===== config.mk =====
export PLATFORM = sky130hd
export DESIGN_NAME = transmit_ordered_set_flat
export DESIGN_NICKNAME = d
export VERILOG_FILES = /design/src/rtl/transmit_ordered_set_if.sv /design/src/rtl/transmit_ordered_set.sv /design/src/flat_wrapper.sv
export SDC_FILE = /design/constraint.sdc
export NUM_CORES = 1
export LEC_CHECK = 0
export BUFFER_PORTS_ARGS = -buffer_cell sky130_fd_sc_hd__buf_2
export CORE_AREA = 2 2 39 41
export CTS_BUF_LIST = sky130_fd_sc_hd__clkbuf_2 sky130_fd_sc_hd__clkbuf_4 sky130_fd_sc_hd__clkbuf_8
export DETAILED_ROUTE_END_ITERATION = 16
export DIE_AREA = 0 0 41 43
export PLACE_DENSITY_LB_ADDON = 0.3
export SKIP_CTS_REPAIR_TIMING = 1
export SYNTH_ARGS = -nofsm -noshare
export SYNTH_HDL_FRONTEND = slang
export SYNTH_SLANG_ARGS = --single-unit

===== constraint.sdc =====
create_clock -name CLK -period 1.8 [get_ports CLK]
set_input_delay 0.36 -clock CLK [delete_from_list [all_inputs] [get_ports CLK]]
set_output_delay 0.36 -clock CLK [all_outputs]
set_load 0.005 [all_outputs]

===== src/rtl/transmit_ordered_set_if.sv =====
// -----------------------------------------------------------------------------
// transmit_ordered_set_if
// Bundles the GMII transmit controls, the encoder handshake and the
// ordered-set request outputs of the PCS transmit ordered-set machine.
//   TXD              [7:0] GMII transmit octet (read only while carrier-extending)
//   TX_EN                  GMII transmit enable
//   TX_ER                  GMII transmit error / carrier-extend request
//   TX_OSET_indicate       encoder finished the previous ordered set
//   tx_o_set         [7:0] requested ordered set (/I/ /S/ /D/ /T/ /R/ /V/)
//   transmitting           high while a packet is on the wire
//   tx_even                code-group parity, high = even
// master : the GMII/encoder side that drives the controls
// slave  : the ordered-set machine
// -----------------------------------------------------------------------------
interface transmit_ordered_set_if;
  logic [7:0] TXD;
  logic       TX_EN;
  logic       TX_ER;
  logic       TX_OSET_indicate;
  logic [7:0] tx_o_set;
  logic       transmitting;
  logic       tx_even;

  modport master (
    output TXD, TX_EN, TX_ER, TX_OSET_indicate,
    input  tx_o_set, transmitting, tx_even
  );

  modport slave (
    input  TXD, TX_EN, TX_ER, TX_OSET_indicate,
    output tx_o_set, transmitting, tx_even
  );
endinterface


===== src/rtl/transmit_ordered_set.sv =====
// -----------------------------------------------------------------------------
// transmit_ordered_set
// 1000BASE-X PCS transmit ordered-set state machine. Turns GMII TX_EN/TX_ER
// (and TXD during carrier extension) into one ordered-set request per code
// group for the encoder. The state advances only on edges where the encoder
// reports TX_OSET_indicate; tx_even toggles on each such advance.
// Ports:
//   CLK    rising-edge clock
//   RESET  synchronous active-high reset (forces XMIT_DATA, tx_even=1)
//   bus    transmit_ordered_set_if.slave (see interface file for signals)
// Build option:
//   CARRIER_EXT_EN  when defined, builds END_OF_PACKET_EXT, CARRIER_EXTEND and
//                   EXTEND_BY_1; otherwise an end with TX_ER=1 is treated as a
//                   normal end of packet and TXD is ignored.
// -----------------------------------------------------------------------------
module transmit_ordered_set (
  input  logic                        CLK,
  input  logic                        RESET,
  transmit_ordered_set_if.slave       bus
);

  localparam logic [7:0] OS_I = 8'h49;
  localparam logic [7:0] OS_S = 8'h53;
  localparam logic [7:0] OS_D = 8'h44;
  localparam logic [7:0] OS_T = 8'h54;
  localparam logic [7:0] OS_R = 8'h52;
  localparam logic [7:0] OS_V = 8'h56;

  typedef enum logic [3:0] {
    XMIT_DATA           = 4'd0,
    START_OF_PACKET     = 4'd1,
    START_ERROR         = 4'd2,
    TX_DATA             = 4'd3,
    TX_DATA_ERROR       = 4'd4,
    END_OF_PACKET_NOEXT = 4'd5,
    EPD2_NOEXT          = 4'd6,
    EPD3                = 4'd7,
    END_OF_PACKET_EXT   = 4'd8,
    CARRIER_EXTEND      = 4'd9,
    EXTEND_BY_1         = 4'd10
  } state_t;

  state_t     state_reg, state_next;
  logic       tx_even_reg;
  logic       state_legal;
  logic [7:0] o_set;
  logic       xmit;

  // Where a packet in progress goes next, given the sampled GMII controls.
  function automatic state_t pkt_next(input logic en, input logic er);
    if (en) begin
      pkt_next = er ? TX_DATA_ERROR : TX_DATA;
    end else begin
`ifdef CARRIER_EXT_EN
      pkt_next = er ? END_OF_PACKET_EXT : END_OF_PACKET_NOEXT;
`else
      pkt_next = END_OF_PACKET_NOEXT;
`endif
    end
  endfunction

`ifndef CARRIER_EXT_EN
  // TXD only matters while carrier-extending.
  logic unused_txd;
  assign unused_txd = ^bus.TXD;
`endif

  // An unreachable encoding must recover without waiting for the encoder,
  // so the register also loads when the current state is illegal.
  always_ff @(posedge CLK) begin
    if (RESET) begin
      state_reg   <= XMIT_DATA;
      tx_even_reg <= 1'b1;
    end else if (!state_legal) begin
      state_reg   <= XMIT_DATA;
    end else if (bus.TX_OSET_indicate) begin
      state_reg   <= state_next;
      tx_even_reg <= ~tx_even_reg;
    end
  end

  always_comb begin
    state_next  = state_reg;
    state_legal = 1'b1;
    o_set       = OS_I;
    xmit        = 1'b0;
    unique case (state_reg)
      XMIT_DATA: begin
        o_set = OS_I;
        if (bus.TX_EN)
          state_next = bus.TX_ER ? START_ERROR : START_OF_PACKET;
      end
      START_OF_PACKET: begin
        o_set      = OS_S;
        xmit       = 1'b1;
        state_next = pkt_next(bus.TX_EN, bus.TX_ER);
      end
      START_ERROR: begin
        o_set      = OS_S;
        xmit       = 1'b1;
        state_next = TX_DATA_ERROR;
      end
      TX_DATA: begin
        o_set      = OS_D;
        xmit       = 1'b1;
        state_next = pkt_next(bus.TX_EN, bus.TX_ER);
      end
      TX_DATA_ERROR: begin
        o_set      = OS_V;
        xmit       = 1'b1;
        state_next = pkt_next(bus.TX_EN, bus.TX_ER);
      end
      END_OF_PACKET_NOEXT: begin
        o_set      = OS_T;
        state_next = EPD2_NOEXT;
      end
      EPD2_NOEXT: begin
        // A second /R/ is needed only to realign the idle onto an even slot.
        o_set      = OS_R;
        state_next = tx_even_reg ? EPD3 : XMIT_DATA;
      end
      EPD3: begin
        o_set      = OS_R;
        state_next = XMIT_DATA;
      end
`ifdef CARRIER_EXT_EN
      END_OF_PACKET_EXT: begin
        o_set      = OS_T;
        state_next = bus.TX_ER ? CARRIER_EXTEND : EXTEND_BY_1;
      end
      CARRIER_EXTEND: begin
        o_set = (bus.TXD == 8'h0F) ? OS_R : OS_V;
        if (!bus.TX_EN && !bus.TX_ER)
          state_next = EXTEND_BY_1;
        else if (bus.TX_EN)
          state_next = bus.TX_ER ? START_ERROR : START_OF_PACKET;
      end
      EXTEND_BY_1: begin
        o_set      = OS_R;
        state_next = EPD2_NOEXT;
      end
`endif
      default: begin
        state_legal = 1'b0;
        state_next  = XMIT_DATA;
      end
    endcase
  end

  assign bus.tx_o_set     = o_set;
  assign bus.transmitting = xmit;
  assign bus.tx_even      = tx_even_reg;

endmodule


===== src/flat_wrapper.sv =====
// flat-port wrapper written by rule: the top's interface ports become plain ports
module transmit_ordered_set_flat 
  (CLK, RESET, bus_TXD, bus_TX_EN, bus_TX_ER, bus_TX_OSET_indicate, bus_tx_o_set, bus_transmitting, bus_tx_even);
  transmit_ordered_set_if bus_i ();
  input  logic CLK;
  input  logic RESET;
  input wire logic [$bits(bus_i.TXD)-1:0] bus_TXD;
  input wire logic [$bits(bus_i.TX_EN)-1:0] bus_TX_EN;
  input wire logic [$bits(bus_i.TX_ER)-1:0] bus_TX_ER;
  input wire logic [$bits(bus_i.TX_OSET_indicate)-1:0] bus_TX_OSET_indicate;
  output wire logic [$bits(bus_i.tx_o_set)-1:0] bus_tx_o_set;
  output wire logic [$bits(bus_i.transmitting)-1:0] bus_transmitting;
  output wire logic [$bits(bus_i.tx_even)-1:0] bus_tx_even;
  assign bus_i.TXD = bus_TXD;
  assign bus_i.TX_EN = bus_TX_EN;
  assign bus_i.TX_ER = bus_TX_ER;
  assign bus_i.TX_OSET_indicate = bus_TX_OSET_indicate;
  assign bus_tx_o_set = bus_i.tx_o_set;
  assign bus_transmitting = bus_i.transmitting;
  assign bus_tx_even = bus_i.tx_even;
  transmit_ordered_set u_core (.CLK(CLK), .RESET(RESET), .bus(bus_i));
endmodule

* Yosys cells after proc, flatten, opt, wreduce, memory -nomap -nowiden *
Cells that the tools add are included.
W data, S select, Z words.

storage, ports and cells
  register bits after elaboration = 5
  bits in latches = 0
  RAM bits = 0
  bits in read-only memories = 0
  input port bits = 13
  output and inout port bits = 10
  logic and storage cells = 30
  memories kept = 0

cells by class
  add/subtract/negate cells = 0
  $mul = 0
  divide/modulo/power cells = 0
  order comparisons = 0
  eq/ne operators = 8
  shift-type cells = 0
  muxes and demuxes = 9
  bitwise operators = 2
  reductions and logical operators = 9

operators with widths
  operator              number
  $pmux W5 S5           1
  $pmux W4 S5           1
  $eq A4 B3 Y1 const B  4
  $eq A4 B2 Y1 const B  2
  $mux W4               2
  $reduce_or A8 Y1      1
  $mux W3               2
  $reduce_or A2 Y1      3
  $eq A4 B1 Y1 const B  1
  $logic_not A4 Y1      1
  $reduce_and A2 Y1     2
  $reduce_or A4 Y1      1
  $reduce_or A3 Y1      1
  $mux W1               2
  $mux W2               1
  $ne A2 B2 Y1 const B  1
  $not A1 Y1            2

* Logic depth before layout (Yosys ltp) *
  depth after elaboration = 5
  mapped depth = 5
  depth with buffers taken out = 4

* Worst setup path after synthesis *
OpenSTA, ideal clock, no wires.

  path type = register to output
  start = register u_core.state_reg[0]
  end = output bus_tx_o_set[1]
  arrival time = 0.939 ns
  required time = 1.440 ns
  setup slack = 0.501 ns
  cell stages (with the launch flop) = 6
  buffers on the path = 1
  cells stage by stage = dfxtp_1 -> buf_4 -> nor2_1 -> inv_1 -> nor2_1 -> a21oi_1

between the ends
  word-level cells in the longest chain between the ends = 3
  elaborated cells between the ends (all ways) = 10
  those cells by class = 7 x eq/ne; 1 x mux; 2 x reduce/logical

RTL lines
  what                                        RTL line                    text
  from (decl)                                 transmit_ordered_set.sv:43  state_t state_reg, state_next;
  from (signal assigned)                      transmit_ordered_set.sv:77  state_reg <= state_next;
  $eq A4 B3 Y1, or another cell as far along  transmit_ordered_set.sv:87  unique case (state_reg)
  $reduce_or A2 Y1 (no source line)           n/a
  $pmux W5 S5 (*)                             transmit_ordered_set.sv:87
  to (decl)                                   flat_wrapper.sv:11          output wire logic [$bits(bus_i.tx_o_set)-1:0] bus_tx_o_set;

Mark *: on every way between the ends. The rest lies on a longest branch, timed or not.

* Worst setup path after layout *
Same ends and word-level chain as after synthesis.

==> out/qor.csv <==
stage;metric;value;unit
clock_network;Root Driver;clkbuf_4;
setup_path;Critical Path RT;1.44;ns
placement;gpl congestion;0.630;
timing;setup TNS;0;ns
clock_network;Clock transition at path regs;0.04;ns
floorplan;# IOs;23;
placement;placed cell count;73;
timing;unrepaired setup endpoints after global routing;no;
detailed_routing;post-route ant nets;0;
pwr;Psw;0.000106;W
detailed_routing;wire per inst;11.2;um
synthesis;Seq/Total Area, Yosys;0.204;
floorplan;area of the core;1380;um2
timing;Fmax;603;MHz
detailed_routing;Met2 Routed Length;445;um
pwr;Clock power frac;0.352;
detailed_routing;vias per cell;4.88;
detailed_routing;routed wl met3;40;um
detailed_routing;via count;371;
finish;fill count;160;
floorplan;DIE HEIGHT;43;um
finish;Layout area overhead;16.3;%
setup_path;r2r worst-path depth;4;
global_route;largest net degree at the start of global routing;15;
clock_network;clock insertion delay at the later pin of the skew report;0.24;ns
finish;number of flip-flops in the largest register;3;
detailed_routing;aggregate routed wire length;852;um
floorplan;Rows;14;
synthesis;asr flop ratio synth;0;
clock_network;Max H-tree Level;1;
setup_path;WP data arrival;1.30;ns
pwr;Sw Share;0.322;
clock_network;Num CTS Buffers;3;
floorplan;die area;1760;um2
timing;fin crit share;0.922;
finish;share of cells above drive strength 1;0.317;
pwr;register share of total power;0.347;
global_route;antenna violations before repair;0;
synthesis;Synth warnings;0;
finish;most frequent cells in the layout;buf_2 (11), nor2_1 (5), nand2_1 (4), a21oi_1 (4), nand2b_1 (4);
timing;clock skew;0.00331;ns
clock_network;CTS Buffer Depth;2;
pwr;Int Power;0.000223;W
timing;min Tclk post-route;1.66;ns
synthesis;synthesized instance count;50;
finish;final core occ;0.329;
finish;commonest non-fill, non-tap cell in the layout;buf_2;
placement;dpl hpwl;630;um
pwr;combinational share of power;0.302;
finish;n_diodes;0;
setup_path;startpoint types;flop;
floorplan;Initial Utilization;0.283;
outcome;status;finished clean;
synthesis;synthesized cell area;392;um2
synthesis;count of state elements after synthesis;4;
synthesis;Main synth FF type;dfxtp_1;
clock_network;# clock sinks;4;
global_route;first-pass GRT wire length;1270;um
global_route;vias in the first global route;320;
clock_network;CTS tree;done;
synthesis;Netlist cell types;24;
detailed_routing;top sig layer;met3;
pwr;Static Leak;0.219;nW
hold_path;WHS Path Cells;2;
finish;nets;75;
detailed_routing;drc violations;0;
timing;Final Hold Vio Count;0;
global_route;Total GRT Usage;0.105;
hold_path;worst hold path class;input port to flop;
global_route;grt total ovfl;0;
synthesis;EDFF count, synth;0;
synthesis;Avg Cell Area, Syn;7.83;um2
pwr;PwrDens;721;nW/um2
detailed_routing;DRT Pass-1 Iters;4;
placement;# port buffers;11;
setup_path;Setup CP Type;flop to primary output;
setup_path;crit path max fanout;8;
timing;final number of setup-violating endpoints;0;
timing;Max Slew Vio Count;0;
detailed_routing;met1 WL;366;um
pwr;Worst IR Drop VDD;0.266;mV
floorplan;die width;41;um
setup_path;Critical Path End Type;primary output;
detailed_routing;Starting DRT DRC Count;9;
flow_run;Max Cap Viol;0;
finish;final cell count without fillers;76;
==> layout make-up <==
cell class,instances,area [um2],area share
Tap cell,16,20.0,0.0440
Multi-Input combinational cell,39,258,0.566
Inverter,1,3.75,0.00824
Clock buffer,3,22.5,0.0495
Sequential cell,4,81.3,0.179
Timing Repair Buffer,13,70.1,0.154
==> cells by family (layout without fill, tap and decap cells) <==
family	count (synthesis)	after routing	synth area share
AO/OA/AOI/OAI	19	19	0.399
AND/OR/NAND/NOR	14	14	0.163
buffers and inverters	8	17	0.147
flip-flops	4	4	0.204
XOR/XNOR	3	3	0.0671
other	2	3	0.0192
==> worst max-delay path: stages, from the launching register on <==
cell     delay (ns)
dfxtp_1        0.52
nor2_1         0.16
inv_1          0.10
nor2_1         0.05
a21oi_1        0.11
buf_2          0.12
==> Yosys cell counts, types with 2 or more instances <==
| master | instances | area share |
|---|---|---|
| a21o_1 | 3 | 0.058 |
| a21oi_1 | 4 | 0.051 |
| buf_4 | 5 | 0.096 |
| conb_1 | 2 | 0.019 |
| dfxtp_1 | 4 | 0.20 |
| nand2_1 | 4 | 0.038 |
| nand2b_1 | 4 | 0.064 |
| nor2_1 | 5 | 0.048 |
| o21ai_0 | 3 | 0.038 |
| xnor2_1 | 2 | 0.045 |
==> through the flow <==
step | hold slack (ns) | cell area (um2) | total power, W | setup WS, ns
final | 0.375 | 455 | 0.000329 | 0.141
after global routing | 0.388 | 455 | 0.000356 | 0.0394
after CTS | 0.365 | 454 | 0.000337 | 0.0378
after detailed placement | 0.565 | 432 | 0.000215 | 0.297
after global placement | 0.553 | 432 | 0.000213 | 0.306
after floorplan | 0.461 | 395 | 0.000184 | 0.501
==> per-layer routing <==
metal | up-vias | track usage
met2 | 8 | 0.166
met5 | - | 0
met4 | 0 | 0.0400
met1 | 176 | 0.119
li1 | 187 | -
met3 | 0 | 0.0471
==> power groups by stage <==
stage          logic [W]  clock network (W)  registers, W
2_1_floorplan  0.0000800                  0      0.000104
3_3_place_gp   0.0000982                  0      0.000115
3_5_place_dp   0.0000996                  0      0.000115
4_1_cts         0.000100           0.000123      0.000114
5_1_grt         0.000112           0.000129      0.000115
6_report       0.0000991           0.000116      0.000114
==> worst paths after layout <==
path              slack [ns]             endpoint                 from
hold / removal          0.38   u_core.bus.tx_even                RESET
setup / recovery        0.14      bus_tx_o_set[1]  u_core.state_reg[0]
setup reg to reg        0.35  u_core.state_reg[1]  u_core.state_reg[0]
hold reg to reg         0.57   u_core.bus.tx_even   u_core.bus.tx_even
Note: power is estimated with default switching activity, not from simulation.
